$ cat config.mk
export PLATFORM = sky130hd
export DESIGN_NAME = regfile_wb_arbiter_flat
export DESIGN_NICKNAME = d
export VERILOG_FILES = /design/src/rtl/regfile_wb_arbiter_pkg.sv /design/src/rtl/regfile_wb_arbiter_if.sv /design/src/rtl/regfile_wb_arbiter_wb_scoreboard.sv /design/src/rtl/regfile_wb_arbiter.sv /design/src/flat_wrapper.sv
export SDC_FILE = /design/constraint.sdc
export NUM_CORES = 1
export LEC_CHECK = 0
export CAP_MARGIN = 10
export CELL_PAD_IN_SITES_DETAIL_PLACEMENT = 1
export CELL_PAD_IN_SITES_GLOBAL_PLACEMENT = 2
export CORE_ASPECT_RATIO = 1.75
export CORE_MARGIN = 5
export CORE_UTILIZATION = 27
export CTS_CLUSTER_DIAMETER = 50
export DETAILED_ROUTE_END_ITERATION = 10
export GPL_ROUTABILITY_DRIVEN = 1
export HOLD_SLACK_MARGIN = 0.05
export PLACE_DENSITY = 0.91
export SKIP_LAST_GASP = 1
export SLEW_MARGIN = 20
export SYNTH_ARGS = -nofsm -noshare
export SYNTH_HDL_FRONTEND = slang
export SYNTH_SLANG_ARGS = --single-unit
$ cat constraint.sdc
create_clock -name clk -period 3.6 [get_ports clk]
set_input_delay 0.54 -clock clk [delete_from_list [all_inputs] [get_ports clk]]
set_output_delay 0.54 -clock clk [all_outputs]
set_load 0.02 [all_outputs]
$ cat src/rtl/regfile_wb_arbiter_pkg.sv
// Shared constants and request type for the register-file writeback arbiter.
package regfile_pkg;

    localparam int XLEN  = 32;
    localparam int NREGS = 32;
    localparam int AW    = $clog2(NREGS);

    typedef struct packed {
        logic [AW-1:0]   rd;
        logic [XLEN-1:0] data;
    } wb_req_t;

endpackage

$ cat src/rtl/regfile_wb_arbiter_if.sv
// Writeback requests, hazard queries and register-file write port of the arbiter.
interface regfile_wb_arbiter_if;

    logic                             a_valid;
    logic [regfile_pkg::AW-1:0]       a_rd;
    logic [regfile_pkg::XLEN-1:0]     a_data;
    logic                             a_ready;
    logic                             b_valid;
    logic [regfile_pkg::AW-1:0]       b_rd;
    logic [regfile_pkg::XLEN-1:0]     b_data;
    logic                             b_ready;
    logic                             issue_valid;
    logic [regfile_pkg::AW-1:0]       issue_rd;
    logic [regfile_pkg::AW-1:0]       rs1_addr;
    logic [regfile_pkg::AW-1:0]       rs2_addr;
    logic                             rs1_busy;
    logic                             rs2_busy;
    logic                             wr_rd_en;
    logic [regfile_pkg::AW-1:0]       addr_wr;
    logic [regfile_pkg::XLEN-1:0]     write_port;

    modport master (
        output a_valid, a_rd, a_data, b_valid, b_rd, b_data,
               issue_valid, issue_rd, rs1_addr, rs2_addr,
        input  a_ready, b_ready, rs1_busy, rs2_busy,
               wr_rd_en, addr_wr, write_port
    );

    modport slave (
        input  a_valid, a_rd, a_data, b_valid, b_rd, b_data,
               issue_valid, issue_rd, rs1_addr, rs2_addr,
        output a_ready, b_ready, rs1_busy, rs2_busy,
               wr_rd_en, addr_wr, write_port
    );

endinterface

$ cat src/rtl/regfile_wb_arbiter_wb_scoreboard.sv
// Pending-write scoreboard: one busy bit per architectural register with two
// combinational hazard query ports.
module wb_scoreboard
    import regfile_pkg::*;
(
    input  logic          clk,
    input  logic          rst,
    input  logic          i_set_en,
    input  logic [AW-1:0] i_set_rd,
    input  logic          i_clr_en,
    input  logic [AW-1:0] i_clr_rd,
    input  logic [AW-1:0] i_rs1_addr,
    input  logic [AW-1:0] i_rs2_addr,
    output logic          o_rs1_busy,
    output logic          o_rs2_busy
);

    logic [NREGS-1:0] r_busy;

    // The set is applied after the clear so a younger issue to the register
    // being retired this cycle keeps it busy.
    always_ff @(posedge clk) begin
        if (rst) begin
            r_busy <= '0;
        end else begin
            if (i_clr_en)
                r_busy[i_clr_rd] <= 1'b0;
            if (i_set_en && (i_set_rd != '0))
                r_busy[i_set_rd] <= 1'b1;
        end
    end

    assign o_rs1_busy = !rst && (i_rs1_addr != '0) && r_busy[i_rs1_addr];
    assign o_rs2_busy = !rst && (i_rs2_addr != '0) && r_busy[i_rs2_addr];

endmodule

$ cat src/rtl/regfile_wb_arbiter.sv
// Round-robin arbiter sharing the register-file write port between the ALU (A)
// and load unit (B), with a registered write stage and pending-write scoreboard.
module regfile_wb_arbiter
    import regfile_pkg::*;
(
    input  logic                 clk,
    input  logic                 rst,
    regfile_wb_arbiter_if.slave  bus
);

    logic    r_rr_b;
    logic    r_wr_en;
    wb_req_t r_out;
    logic    w_gnt_a;
    logic    w_gnt_b;
    wb_req_t w_win;

    // r_rr_b low means A wins a tie; whichever side is granted hands priority over.
    always_comb begin
        w_gnt_a = 1'b0;
        w_gnt_b = 1'b0;
        if (!rst) begin
            if (bus.a_valid && (!bus.b_valid || !r_rr_b))
                w_gnt_a = 1'b1;
            else if (bus.b_valid)
                w_gnt_b = 1'b1;
        end
    end

    always_comb begin
        w_win.rd   = bus.b_rd;
        w_win.data = bus.b_data;
        if (w_gnt_a) begin
            w_win.rd   = bus.a_rd;
            w_win.data = bus.a_data;
        end
    end

    // Writes to x0 are accepted and loaded but never raise the write enable.
    always_ff @(posedge clk) begin
        if (rst) begin
            r_rr_b  <= 1'b0;
            r_wr_en <= 1'b0;
            r_out   <= '0;
        end else begin
            if (w_gnt_a)
                r_rr_b <= 1'b1;
            else if (w_gnt_b)
                r_rr_b <= 1'b0;
            r_wr_en <= (w_gnt_a || w_gnt_b) && (w_win.rd != '0);
            if (w_gnt_a || w_gnt_b)
                r_out <= w_win;
        end
    end

    assign bus.a_ready    = w_gnt_a;
    assign bus.b_ready    = w_gnt_b;
    assign bus.wr_rd_en   = r_wr_en;
    assign bus.addr_wr    = r_out.rd;
    assign bus.write_port = r_out.data;

    wb_scoreboard u_scoreboard (
        .clk        (clk),
        .rst        (rst),
        .i_set_en   (bus.issue_valid),
        .i_set_rd   (bus.issue_rd),
        .i_clr_en   (r_wr_en),
        .i_clr_rd   (r_out.rd),
        .i_rs1_addr (bus.rs1_addr),
        .i_rs2_addr (bus.rs2_addr),
        .o_rs1_busy (bus.rs1_busy),
        .o_rs2_busy (bus.rs2_busy)
    );

endmodule

$ cat src/flat_wrapper.sv
// flat-port wrapper written by rule: the top's interface ports become plain ports
module regfile_wb_arbiter_flat import regfile_pkg::*;
  (clk, rst, bus_a_valid, bus_a_rd, bus_a_data, bus_b_valid, bus_b_rd, bus_b_data, bus_issue_valid, bus_issue_rd, bus_rs1_addr, bus_rs2_addr, bus_a_ready, bus_b_ready, bus_rs1_busy, bus_rs2_busy, bus_wr_rd_en, bus_addr_wr, bus_write_port);
  regfile_wb_arbiter_if bus_i ();
  input  logic clk;
  input  logic rst;
  input wire logic [$bits(bus_i.a_valid)-1:0] bus_a_valid;
  input wire logic [$bits(bus_i.a_rd)-1:0] bus_a_rd;
  input wire logic [$bits(bus_i.a_data)-1:0] bus_a_data;
  input wire logic [$bits(bus_i.b_valid)-1:0] bus_b_valid;
  input wire logic [$bits(bus_i.b_rd)-1:0] bus_b_rd;
  input wire logic [$bits(bus_i.b_data)-1:0] bus_b_data;
  input wire logic [$bits(bus_i.issue_valid)-1:0] bus_issue_valid;
  input wire logic [$bits(bus_i.issue_rd)-1:0] bus_issue_rd;
  input wire logic [$bits(bus_i.rs1_addr)-1:0] bus_rs1_addr;
  input wire logic [$bits(bus_i.rs2_addr)-1:0] bus_rs2_addr;
  output wire logic [$bits(bus_i.a_ready)-1:0] bus_a_ready;
  output wire logic [$bits(bus_i.b_ready)-1:0] bus_b_ready;
  output wire logic [$bits(bus_i.rs1_busy)-1:0] bus_rs1_busy;
  output wire logic [$bits(bus_i.rs2_busy)-1:0] bus_rs2_busy;
  output wire logic [$bits(bus_i.wr_rd_en)-1:0] bus_wr_rd_en;
  output wire logic [$bits(bus_i.addr_wr)-1:0] bus_addr_wr;
  output wire logic [$bits(bus_i.write_port)-1:0] bus_write_port;
  assign bus_i.a_valid = bus_a_valid;
  assign bus_i.a_rd = bus_a_rd;
  assign bus_i.a_data = bus_a_data;
  assign bus_i.b_valid = bus_b_valid;
  assign bus_i.b_rd = bus_b_rd;
  assign bus_i.b_data = bus_b_data;
  assign bus_i.issue_valid = bus_issue_valid;
  assign bus_i.issue_rd = bus_issue_rd;
  assign bus_i.rs1_addr = bus_rs1_addr;
  assign bus_i.rs2_addr = bus_rs2_addr;
  assign bus_a_ready = bus_i.a_ready;
  assign bus_b_ready = bus_i.b_ready;
  assign bus_rs1_busy = bus_i.rs1_busy;
  assign bus_rs2_busy = bus_i.rs2_busy;
  assign bus_wr_rd_en = bus_i.wr_rd_en;
  assign bus_addr_wr = bus_i.addr_wr;
  assign bus_write_port = bus_i.write_port;
  regfile_wb_arbiter u_core (.clk(clk), .rst(rst), .bus(bus_i));
endmodule
# --- After elaboration in Yosys (flattened, before gate mapping) ---
# Index checks and enable logic that the tools add are counted.
word_totals:
  regBits: 71
  input_bits: 94
  elab_cells: 52
classes:
  n_lt_le_gt_ge: 6
  n_mux: 19
  bitwise: 3
  reduce_logical: 19
ops:
  columns: ["cell", "count"]
  rows:
  - ["$mux W32", 3]
  - ["$mux W37", 1]
  - ["$and A32 B32 Y32", 1]
  - ["$not A32 Y32", 1]
  - ["$or A32 B32 Y32", 1]
  - ["$lt A5 B6 Y1 const B", 4]
  - ["$reduce_bool A5 Y1", 4]
  - ["$mux W1", 11]
  - ["$bmux W1 S5", 2]
  - ["$demux W1 S5", 2]
  - ["$ge A5 B1 Y1 const B", 2]
  - ["$logic_and A1 B1 Y1", 9]
  - ["$logic_not A1 Y1", 3]
  - ["$logic_or A1 B1 Y1", 2]
  - ["$reduce_bool A2 Y1", 1]

# --- Longest topological paths before layout ---
# Gate-level depths: netlist of the first run.
logic_depth:
  word_depth: 10
  ltp_mapped: 6

# --- Cells and area by module ---
# From an unflattened synthesis of the first run, not the netlist that was laid out.
unflattened:
  hier_cells: 407
  area_unflattened_um2: 3657.3
by_module_without_submodules:
  columns: ["mod", "instances", "cells_per_inst", "area_per_inst_um2", "seq_area_each_um2"]
  rows:
  - ["wb_scoreboard", 1, 210, 1908.1, 640.6]
  - ["regfile_wb_arbiter", 1, 197, 1749.2, 780.7]

# --- Least setup slack after synthesis of the first run ---
# Ideal clock, no wire load.
synth_path:
  kind: "input to output"
  from: "input port bus_rs1_addr[0]"
  to: "output port bus_rs1_busy"
  arrival_time_ns: 1.641
  path_slack_ns: 1.419
  cell_stages: 5
  n_path_buf: 1
  cell_sequence: "buf_6 -> mux4_1 -> mux2i_1 -> nand3b_1 -> and4_1"
synth_via:
  elab_chain_cells: 3
synth_rtl:
  columns: ["item", "line", "source"]
  rows:
  - ["start, declared", "flat_wrapper.sv:15", "input wire logic [$bits(bus_i.rs1_addr)-1:0] bus_rs1_addr;"]
  - ["$bmux W1 S5 / $reduce_bool A5 Y1 (equally long branches)", "regfile_wb_arbiter_wb_scoreboard.sv:33", "assign o_rs1_busy = !rst && (i_rs1_addr != '0) && r_busy[i_rs1_addr];"]
  - ["$mux W1 (not written as such) / $logic_and A1 B1 Y1 (equally long branches)", "regfile_wb_arbiter_wb_scoreboard.sv:33", null]
  - ["$logic_and A1 B1 Y1 (*)", "regfile_wb_arbiter_wb_scoreboard.sv:33", null]
  - ["end, declared", "flat_wrapper.sv:19", "output wire logic [$bits(bus_i.rs1_busy)-1:0] bus_rs1_busy;"]
# Mark *: on every way between the ends. The rest lies on a longest branch, timed or not. The select of a mux whose other input is x is not followed.

# --- Final worst setup path of the first run ---
layout_path:
  from: "input port bus_rs1_addr[3]"
  to: "output port bus_rs1_busy"
# The elaborated chain is that of the path after synthesis.

==> results of run 1 <==
==> layer usage <==
layer  up-vias  share of wire  track usage
li1       1773              -            -
met2       134           0.51       0.3094
met5         -              0            0
met1      1820           0.37       0.1784
met3        30          0.086      0.07458
met4         0          0.031      0.07859
==> cell usage after synthesis, types with 3 or more instances <==
cell      count  area (sq um)
buf_1         6         22.52
nor3b_1       5         37.54
clkbuf_1     14         52.55
mux2i_1       8         80.08
buf_6         4         45.04
a311oi_1     24         210.2
mux4_1        8         210.2
mux4_2        8         180.2
nor2_1       48         180.2
o22ai_1       9         56.30
o21ai_0      33         165.2
a31oi_1       4         25.02
clkbuf_8      3         41.29
dfxtp_1      71          1421
nand3b_1     13         97.59
nand3_1       4         20.02
nand2_1      89         334.1
buf_2         7         35.03
a21oi_1      34         170.2
nor3_1       12         60.06
==> through the flow <==
| step | cell area (sq um) | setup WS [ns] | util | instances | hold slack, ns |
|---|---|---|---|---|---|
| floorplan | 3591 | 1.419 | - | 424 | 0.4572 |
| global placement | 5007 | 0.2565 | 0.3850 | 703 | 0.4677 |
| detailed placement | 5007 | 0.1694 | 0.3850 | 703 | 0.4719 |
| CTS | 5319 | 0.1692 | 0.4089 | 718 | 0.4898 |
| global route | 5324 | 0.1179 | 0.4093 | 720 | 0.5097 |
| finish | 5324 | 0.1913 | 0.4093 | 720 | 0.4874 |
==> state kept, by name, summed over array words and instances (netlist names) <==
signal / flops
u_core.u_scoreboard.r_busy: 32
u_core.bus.write_port: 32
u_core.r_rr_b: 1
u_core.bus.addr_wr: 5
u_core.bus.wr_rd_en: 1
==> worst max path at each step <==
stage	startpoint	cells after the start	end	slack, ns
6_report	bus_rs1_addr[3]	6	bus_rs1_busy	0.19
5_1_grt	bus_rs1_addr[3]	6	bus_rs1_busy	0.12
4_1_cts	bus_rs1_addr[3]	6	bus_rs1_busy	0.17
3_5_place_dp	bus_rs1_addr[3]	6	bus_rs1_busy	0.17
3_3_place_gp	bus_rs2_addr[0]	6	bus_rs2_busy	0.26
2_1_floorplan	bus_rs1_addr[0]	5	bus_rs1_busy	1.42
==> report_power, final <==
group	switching (uW)	total [uW]	internal, uW
Combinational	203	419	216
Sequential	32.8	862	829
Clock	352	953	601
==> logic make-up (layout without fill, tap and decap cells) <==
group                  Yosys count  in the layout  share of synthesized area
and+or+nand+nor                186            186                     0.2348
DFF                             71             71                     0.3958
buffers and inverters           36            159                    0.05679
muxes                           24             24                     0.1310
other                            0              2                          0
AOI/OAI and AO/OA              107            107                     0.1815
==> critical path: cells and delay by family <==
family | cells | cell delay (ns)
buffers and inverters | 2 | 1.28
multiplexers | 2 | 0.76
AND/OR/NAND/NOR | 1 | 0.17
AO/OA/AOI/OAI | 1 | 0.13
==> area by class of cell <==
class,instances,share of cell area
Tap cell,171,0.04019
Clock inverter,6,0.01622
Inverter,2,0.001410
Clock buffer,9,0.04230
Timing Repair Buffer,142,0.2627
Multi-Input combinational cell,317,0.3692
Sequential cell,71,0.2670
Antenna cell,2,0.0009401
==> flow_summary.json, run 1 <==
{
  "status": "completed",
  "grt_pass1_vias": 4304,
  "grt_max_degree": 67,
  "clockBufferDepth": 2,
  "crit_type": "in2out",
  "max-cap-violations": 0,
  "port_buffers": 135,
  "rsz0062_at_grt": "false",
  "fin_crit_sh": 0.9469,
  "setup_viol": 0,
  "fmax_mhz": 293.4,
  "syn_inst": 424,
  "synth-seq-cells": 71,
  "vias": 3757,
  "tns_ns": 0,
  "relSlewSlack": 0.3260,
  "coreArea_sq_um": 13010,
  "r2r_end": "u_core.bus.write_port[11]",
  "drc": 0,
  "synthArstFlopShare": 0,
  "hold_class": "reg2reg",
  "ant_nets": 0,
  "ir_drop_uv": 215.9,
  "hold_viol_final": 0,
  "cts_tree": "done",
  "dieHeight_um": 162.6,
  "n_fill_cell": 1475,
  "fin_nets": 637,
  "crit_fanout": 7,
  "dieArea_sq_um": 15800,
  "drt-total-wl_mm": 13.69,
  "final_cell_mix": "clkdlybuf4s50_1, nand2_1, dfxtp_1, nor2_1, a21oi_1",
  "start_util": 0.2761,
  "synth_ff_type": "dfxtp_1",
  "cp_cell_sequence": "clkdlybuf4s50_1 > mux4_2 > mux2i_1 > a22oi_1 > and4_1 > clkdlybuf4s50_1",
  "cts_buffers": 9,
  "min_path_cells": 2,
  "cp.arrival_ns": 2.87,
  "worst_path_max_delay_cell": "clkdlybuf4s50_1",
  "ff2ff_setup_slack_ns": 2.03,
  "crit_top_cell": "clkdlybuf4s50_1",
  "drive_above_1_share": 0.06216,
  "avgRoutedWirePerCell_um": 19.01,
  "r2r-start": "u_core.r_rr_b",
  "synth_nets": 518,
  "maxSlewViolCount": 0,
  "ys_warn_count": 0,
  "min_from": "u_core.bus.write_port[12]",
  "routabilityCongestion": 0.8414,
  "pin_count": 136,
  "hold_end": "u_core.bus.write_port[12]",
  "seq_area_sq_um": 1421,
  "powerDensity_nw_per_um2": 419.6,
  "dr.pass1.iters": 4,
  "fin_skew_ns": 0.008080,
  "worstSkewPairLatency_ns": 0.34,
  "grt_first_pass_wirelength_mm": 22.22,
  "multi_input_area_sq_um": 1966,
  "cts_resized": 0,
  "crit_required_ns": 3.06,
  "post-cts-setup-buffers": 0,
  "dieWidth_um": 97.18,
  "p_leak_uw": 0.001893,
  "synth_edf_count": 0,
  "cts_sinks": 71,
  "area_growth_syn_to_layout_pct": 48.26,
  "reg2reg_depth": 5,
  "cts_max_level": 3,
  "cp-start-kind": "input pin",
  "postCtsHoldBufs": 0,
  "end_kind": "output port",
  "rows": 55,
  "ys_types": 31,
  "worstMarginPinSlew_ns": 1.009,
  "ys_seq_area_frac": 0.3958,
  "synth_area_per_cell_sq_um": 8.469,
  "antenna_found_initial": 2,
  "drtIter0Drc": 98,
  "grt-ovfl-total": 0,
  "layout_commonest_cell": "clkdlybuf4s50_1",
  "power.total_uw": 2234,
  "vias_per_cell": 5.218,
  "period_needed_ns": 3.409,
  "synthesis.area_sq_um": 3591,
  "cpPeakStageDelay_ns": 0.74,
  "path_clk_slew_ns": 0.05,
  "clockRootBuffer": "clkbuf_16",
  "dp_hpwl_mm": 10.25,
  "grt_use_total": 0.1750
}
(Power assumes the default switching activity.)
==> inputs of run 2 (changes only) <==
--- a/config.mk
+++ b/config.mk
@@ -15,7 +15,7 @@
 export DETAILED_ROUTE_END_ITERATION = 10
 export GPL_ROUTABILITY_DRIVEN = 1
 export HOLD_SLACK_MARGIN = 0.05
-export PLACE_DENSITY = 0.91
+export PLACE_DENSITY_LB_ADDON = 0.05
 export SKIP_LAST_GASP = 1
 export SLEW_MARGIN = 20
 export SYNTH_ARGS = -nofsm -noshare
==> run 2 against run 1 <==
Net effect:
- worst setup slack better by 0.045 ns
- non-clock buffer count up 3
- die area unchanged
- sequential power about the same
- critical path type unchanged
- highest routed layer unchanged
==> flow_summary.json, run 2 (same netlist as run 1, synthesis figures left out) <==
{
  "status": "completed",
  "fin_nets": 640,
  "min_path_cells": 2,
  "grt_use_total": 0.1776,
  "worstMarginPinSlew_ns": 1.015,
  "dieWidth_um": 97.18,
  "cts_buffers": 9,
  "dp_hpwl_mm": 10.65,
  "hold_end": "u_core.bus.write_port[30]",
  "start_util": 0.2761,
  "fmax_mhz": 297.3,
  "cp-start-kind": "input pin",
  "worstSkewPairLatency_ns": 0.33,
  "coreArea_sq_um": 13010,
  "dr.pass1.iters": 4,
  "drc": 0,
  "avgRoutedWirePerCell_um": 19.13,
  "path_clk_slew_ns": 0.06,
  "fin_crit_sh": 0.9344,
  "grt_first_pass_wirelength_mm": 21.96,
  "utilization": 0.4117,
  "drt-total-wl_mm": 13.83,
  "p_leak_uw": 0.001910,
  "rsz0062_at_grt": "false",
  "hold_ws_ns": 0.4889,
  "port_buffers": 135,
  "final_cell_mix": "clkdlybuf4s50_1, nand2_1, dfxtp_1, nor2_1, a21oi_1",
  "antenna_found_initial": 1,
  "r2r-start": "u_core.r_rr_b",
  "routabilityCongestion": 0.8228,
  "crit_required_ns": 3.06,
  "fin_skew_ns": 0.007535,
  "cp.arrival_ns": 2.82,
  "clockBufferDepth": 2,
  "ff2ff_setup_slack_ns": 2.07,
  "hold_viol_final": 0,
  "post-cts-setup-buffers": 0,
  "drive_above_1_share": 0.06715,
  "maxSlewViolCount": 0,
  "pin_count": 136,
  "setup_viol": 0,
  "grt-ovfl-total": 0,
  "cts_max_level": 3,
  "cts_sinks": 71,
  "r2r_end": "u_core.bus.write_port[5]",
  "n_fill_cell": 1508,
  "end_kind": "output port",
  "cts_resized": 0,
  "crit_type": "in2out",
  "period_needed_ns": 3.364,
  "cts_tree": "done",
  "grt_pass1_vias": 4120,
  "grt_max_degree": 67,
  "reg2reg_depth": 5,
  "relSlewSlack": 0.3217,
  "vias": 3726,
  "ir_drop_uv": 247.3,
  "powerDensity_nw_per_um2": 420.0,
  "min_from": "u_core.bus.write_port[30]",
  "dieHeight_um": 162.6,
  "hold_class": "reg2reg",
  "area_growth_syn_to_layout_pct": 49.13,
  "postCtsHoldBufs": 0,
  "tns_ns": 0,
  "dieArea_sq_um": 15800,
  "ant_nets": 0,
  "crit_fanout": 7,
  "rows": 55,
  "clockRootBuffer": "clkbuf_16",
  "layout_commonest_cell": "clkdlybuf4s50_1",
  "drtIter0Drc": 107,
  "max-cap-violations": 0,
  "vias_per_cell": 5.154
}
run 2: where the power goes:
group	internal [uW]	leakage, uW	switching, uW
clock	612	0.000153	353
sequential	829	0.000582	34.1
combinational	218	0.00117	203
run 2: worst max-delay path by stage:
stage                         start      endpoint  slack (ns)  cells past startpoint
finish              bus_rs1_addr[3]  bus_rs1_busy        0.24                      6
global route        bus_rs1_addr[3]  bus_rs1_busy        0.12                      6
CTS                 bus_rs1_addr[3]  bus_rs1_busy        0.18                      6
detailed placement  bus_rs1_addr[3]  bus_rs1_busy        0.18                      6
global placement    bus_rs1_addr[3]  bus_rs1_busy        0.22                      6
floorplan           bus_rs1_addr[0]  bus_rs1_busy        1.42                      5
run 2: cell type report:
cell class	count	area (sq um)	area share
multi-input cells	317	1966	0.3671
flip-flops and latches	71	1421	0.2654
diodes	1	2.502	0.0004673
inverters	2	7.507	0.001402
clock inverters	6	93.84	0.01752
clock buffers	10	229.0	0.04276
well taps	171	214.0	0.03995
repair buffers	145	1421	0.2654
run 2: per-stage QoR:
step	area, sq um	worst slack [ns]	total power (uW)	cells
final	5355	0.2363	2249	723
after detailed placement	5030	0.1823	1307	706
after CTS	5353	0.1804	2287	722
after global placement	5030	0.2198	1301	706
after floorplan	3591	1.419	1067	424
after global routing	5355	0.1195	2367	723
run 2: metal layers:
metal / share of wire / vias up / GRT usage / routed length (um)
li1: - / 1790 / - / -
met1: 0.36 / 1791 / 0.1728 / 4996
met2: 0.54 / 115 / 0.3318 / 7425
met3: 0.061 / 30 / 0.05872 / 841
met4: 0.041 / 0 / 0.08882 / 569
met5: 0 / - / 0 / 0
run 2: worst max-delay path, stage by stage:
cell and delay (ns):
clkdlybuf4s50_1 0.76, mux4_2 0.56, mux2i_1 0.15, a22oi_1 0.12, and4_1 0.16, clkdlybuf4s50_1 0.54
==> inputs of run 3 (changes only) <==
--- a/config.mk
+++ b/config.mk
@@ -8,7 +8,6 @@
 export CAP_MARGIN = 10
 export CELL_PAD_IN_SITES_DETAIL_PLACEMENT = 1
 export CELL_PAD_IN_SITES_GLOBAL_PLACEMENT = 2
-export CORE_ASPECT_RATIO = 1.75
 export CORE_MARGIN = 5
 export CORE_UTILIZATION = 27
 export CTS_CLUSTER_DIAMETER = 50
==> run 3 against run 2 <==
Net effect:
- die area decreased by 0.57%
- worst hold slack got worse by 0.0054 ns
- first-iteration DRC count increased by 4.7%
- design area decreased by 0.47%
- sequential share of layout area increased by 0.12 points
- sequential cell count unchanged
- largest cell class unchanged
- combinational power decreased by 1%
- core utilization decreased by 0.60 points
- clock power decreased by 4.1%
- critical path depth unchanged
==> flow_summary.json, run 3 (same netlist as run 1, synthesis figures left out) <==
{
  "routabilityCongestion": 0.8027,
  "clockBufferDepth": 2,
  "r2r_end": "u_core.bus.write_port[6]",
  "period_needed_ns": 3.342,
  "coreArea_sq_um": 13140,
  "final_cell_mix": "clkdlybuf4s50_1, nand2_1, dfxtp_1, nor2_1, a21oi_1",
  "worstMarginPinSlew_ns": 0.6572,
  "combPwrFrac": 0.189,
  "dieWidth_um": 125.3,
  "cpPeakStageDelay_ns": 0.68,
  "hold_class": "reg2reg",
  "relSlewSlack": 0.5619,
  "power.share.clock": 0.420,
  "cp_num_cells": 6,
  "rows": 42,
  "postCtsHoldBufs": 0,
  "cts_tree": "done",
  "area_growth_syn_to_layout_pct": 48.43,
  "pin_count": 136,
  "cp.arrival_ns": 2.80,
  "vias_per_cell": 5.030,
  "dieArea_sq_um": 15710,
  "final_cell_area_sq_um": 5330,
  "rsz0062_at_grt": "false",
  "p_int_uw": 1619,
  "setup_viol": 0,
  "hold_viol_final": 0,
  "fin_skew_ns": 0.007187,
  "path_clk_slew_ns": 0.05,
  "dieHeight_um": 125.3,
  "grt_use_total": 0.1692,
  "fin_crit_sh": 0.9282,
  "post-cts-setup-buffers": 0,
  "cp_cell_sequence": "clkdlybuf4s50_1 > mux4_1 > mux2i_1 > nand3b_1 > and4_1 > clkdlybuf4s50_1",
  "utilization": 0.4057,
  "ant_nets": 0,
  "power.total_uw": 2202,
  "startpoint": "bus_rs1_addr[0]",
  "crit_required_ns": 3.06,
  "avgRoutedWirePerCell_um": 18.32,
  "critPathBufInv": 2,
  "vias": 3647,
  "cts_max_level": 3,
  "tns_ns": 0,
  "ir_drop_uv": 207.8,
  "place_area_sq_um": 5021,
  "seqPwrFrac": 0.391,
  "cts_buffers": 9,
  "drtIter0Drc": 112,
  "fmax_mhz": 299.3,
  "crit_fanout": 7,
  "grt-ovfl-total": 0,
  "crit_top_cell": "clkdlybuf4s50_1",
  "switchingPower_uw": 583.6,
  "drt-total-wl_mm": 13.28,
  "grt_first_pass_wirelength_mm": 20.96,
  "fin_nets": 638,
  "maxSlewViolCount": 0,
  "clockRootBuffer": "clkbuf_16",
  "p_leak_uw": 0.001899,
  "worst_path_max_delay_cell": "clkdlybuf4s50_1",
  "worstSkewPairLatency_ns": 0.33,
  "start_util": 0.2733,
  "dp_hpwl_mm": 9.828,
  "crit_type": "in2out",
  "cp-start-kind": "input pin",
  "antenna_found_initial": 0,
  "port_buffers": 135,
  "n_fill_cell": 1572,
  "reg2reg_depth": 5,
  "layout_commonest_cell": "clkdlybuf4s50_1",
  "drc": 0,
  "seq_area_sq_um": 1421,
  "p_sw_frac": 0.2650,
  "fin_cells": 725,
  "powerDensity_nw_per_um2": 413.2,
  "grt_pass1_vias": 3878,
  "grt_max_degree": 67,
  "dr.pass1.iters": 4,
  "status": "completed",
  "diodes": 0,
  "ff2ff_setup_slack_ns": 2.04,
  "cts_resized": 0,
  "cpLargestDelayFamily": "buffers and inverters",
  "max-cap-violations": 0,
  "end_kind": "output port",
  "multi_input_area_sq_um": 1966,
  "crit_end": "bus_rs1_busy",
  "cts_sinks": 71,
  "drive_above_1_share": 0.06557,
  "r2r-start": "u_core.r_rr_b",
  "dp.cells": 709
}
-- run 3: stage by stage --
stage | worst slack [ns] | hold slack [ns]
final | 0.2584 | 0.4836
after global routing | 0.1541 | 0.4992
after CTS | 0.2513 | 0.4913
after detailed placement | 0.2615 | 0.4785
after global placement | 0.2907 | 0.4676
after floorplan | 1.419 | 0.4572
-- run 3: worst min-delay path by stage --
| stage | startpoint | slack [ns] | depth (start not counted) | endpoint |
|---|---|---|---|---|
| finish | u_core.bus.write_port[4] | 0.48 | 2 | u_core.bus.write_port[4] |
| global route | u_core.bus.write_port[22] | 0.50 | 2 | u_core.bus.write_port[22] |
| CTS | u_core.bus.write_port[24] | 0.49 | 2 | u_core.bus.write_port[24] |
| detailed placement | u_core.bus.write_port[21] | 0.48 | 2 | u_core.bus.write_port[21] |
| global placement | u_core.bus.write_port[9] | 0.47 | 2 | u_core.bus.write_port[9] |
| floorplan | u_core.u_scoreboard.r_busy[25] | 0.46 | 2 | u_core.u_scoreboard.r_busy[25] |
-- run 3: layer usage --
metal,up-vias,GRT usage,wire length (um)
met5,-,0,0
met4,0,0.06441,231
met3,17,0.06482,1014
met2,108,0.2831,6476
met1,1749,0.1966,5560
li1,1773,-,-
-- run 3: final cells by class --
cell class                      count  share of cell area
Multi-Input combinational cell    317              0.3688
Sequential cell                    71              0.2667
Timing Repair Buffer              143              0.2639
Clock buffer                       11             0.04742
Tap cell                          176             0.04131
Clock inverter                      5             0.01056
Inverter                            2            0.001408
-- run 3: tightest hold or removal path: cells and delay by family (launching register included) --
| kind | cells | cell delay (ns) |
|---|---|---|
| AOI/OAI and AO/OA | 1 | 0.08 |
| DFF | 1 | 0.31 |
| and+or+nand+nor | 1 | 0.05 |
-- run 3: power by group through the flow --
stage	combinational [uW]	clock (uW)	sequential, uW
global placement	418	0	877
detailed placement	421	0	878
global route	451	984	867
floorplan	155	0	912
finish	416	925	862
CTS	424	954	862
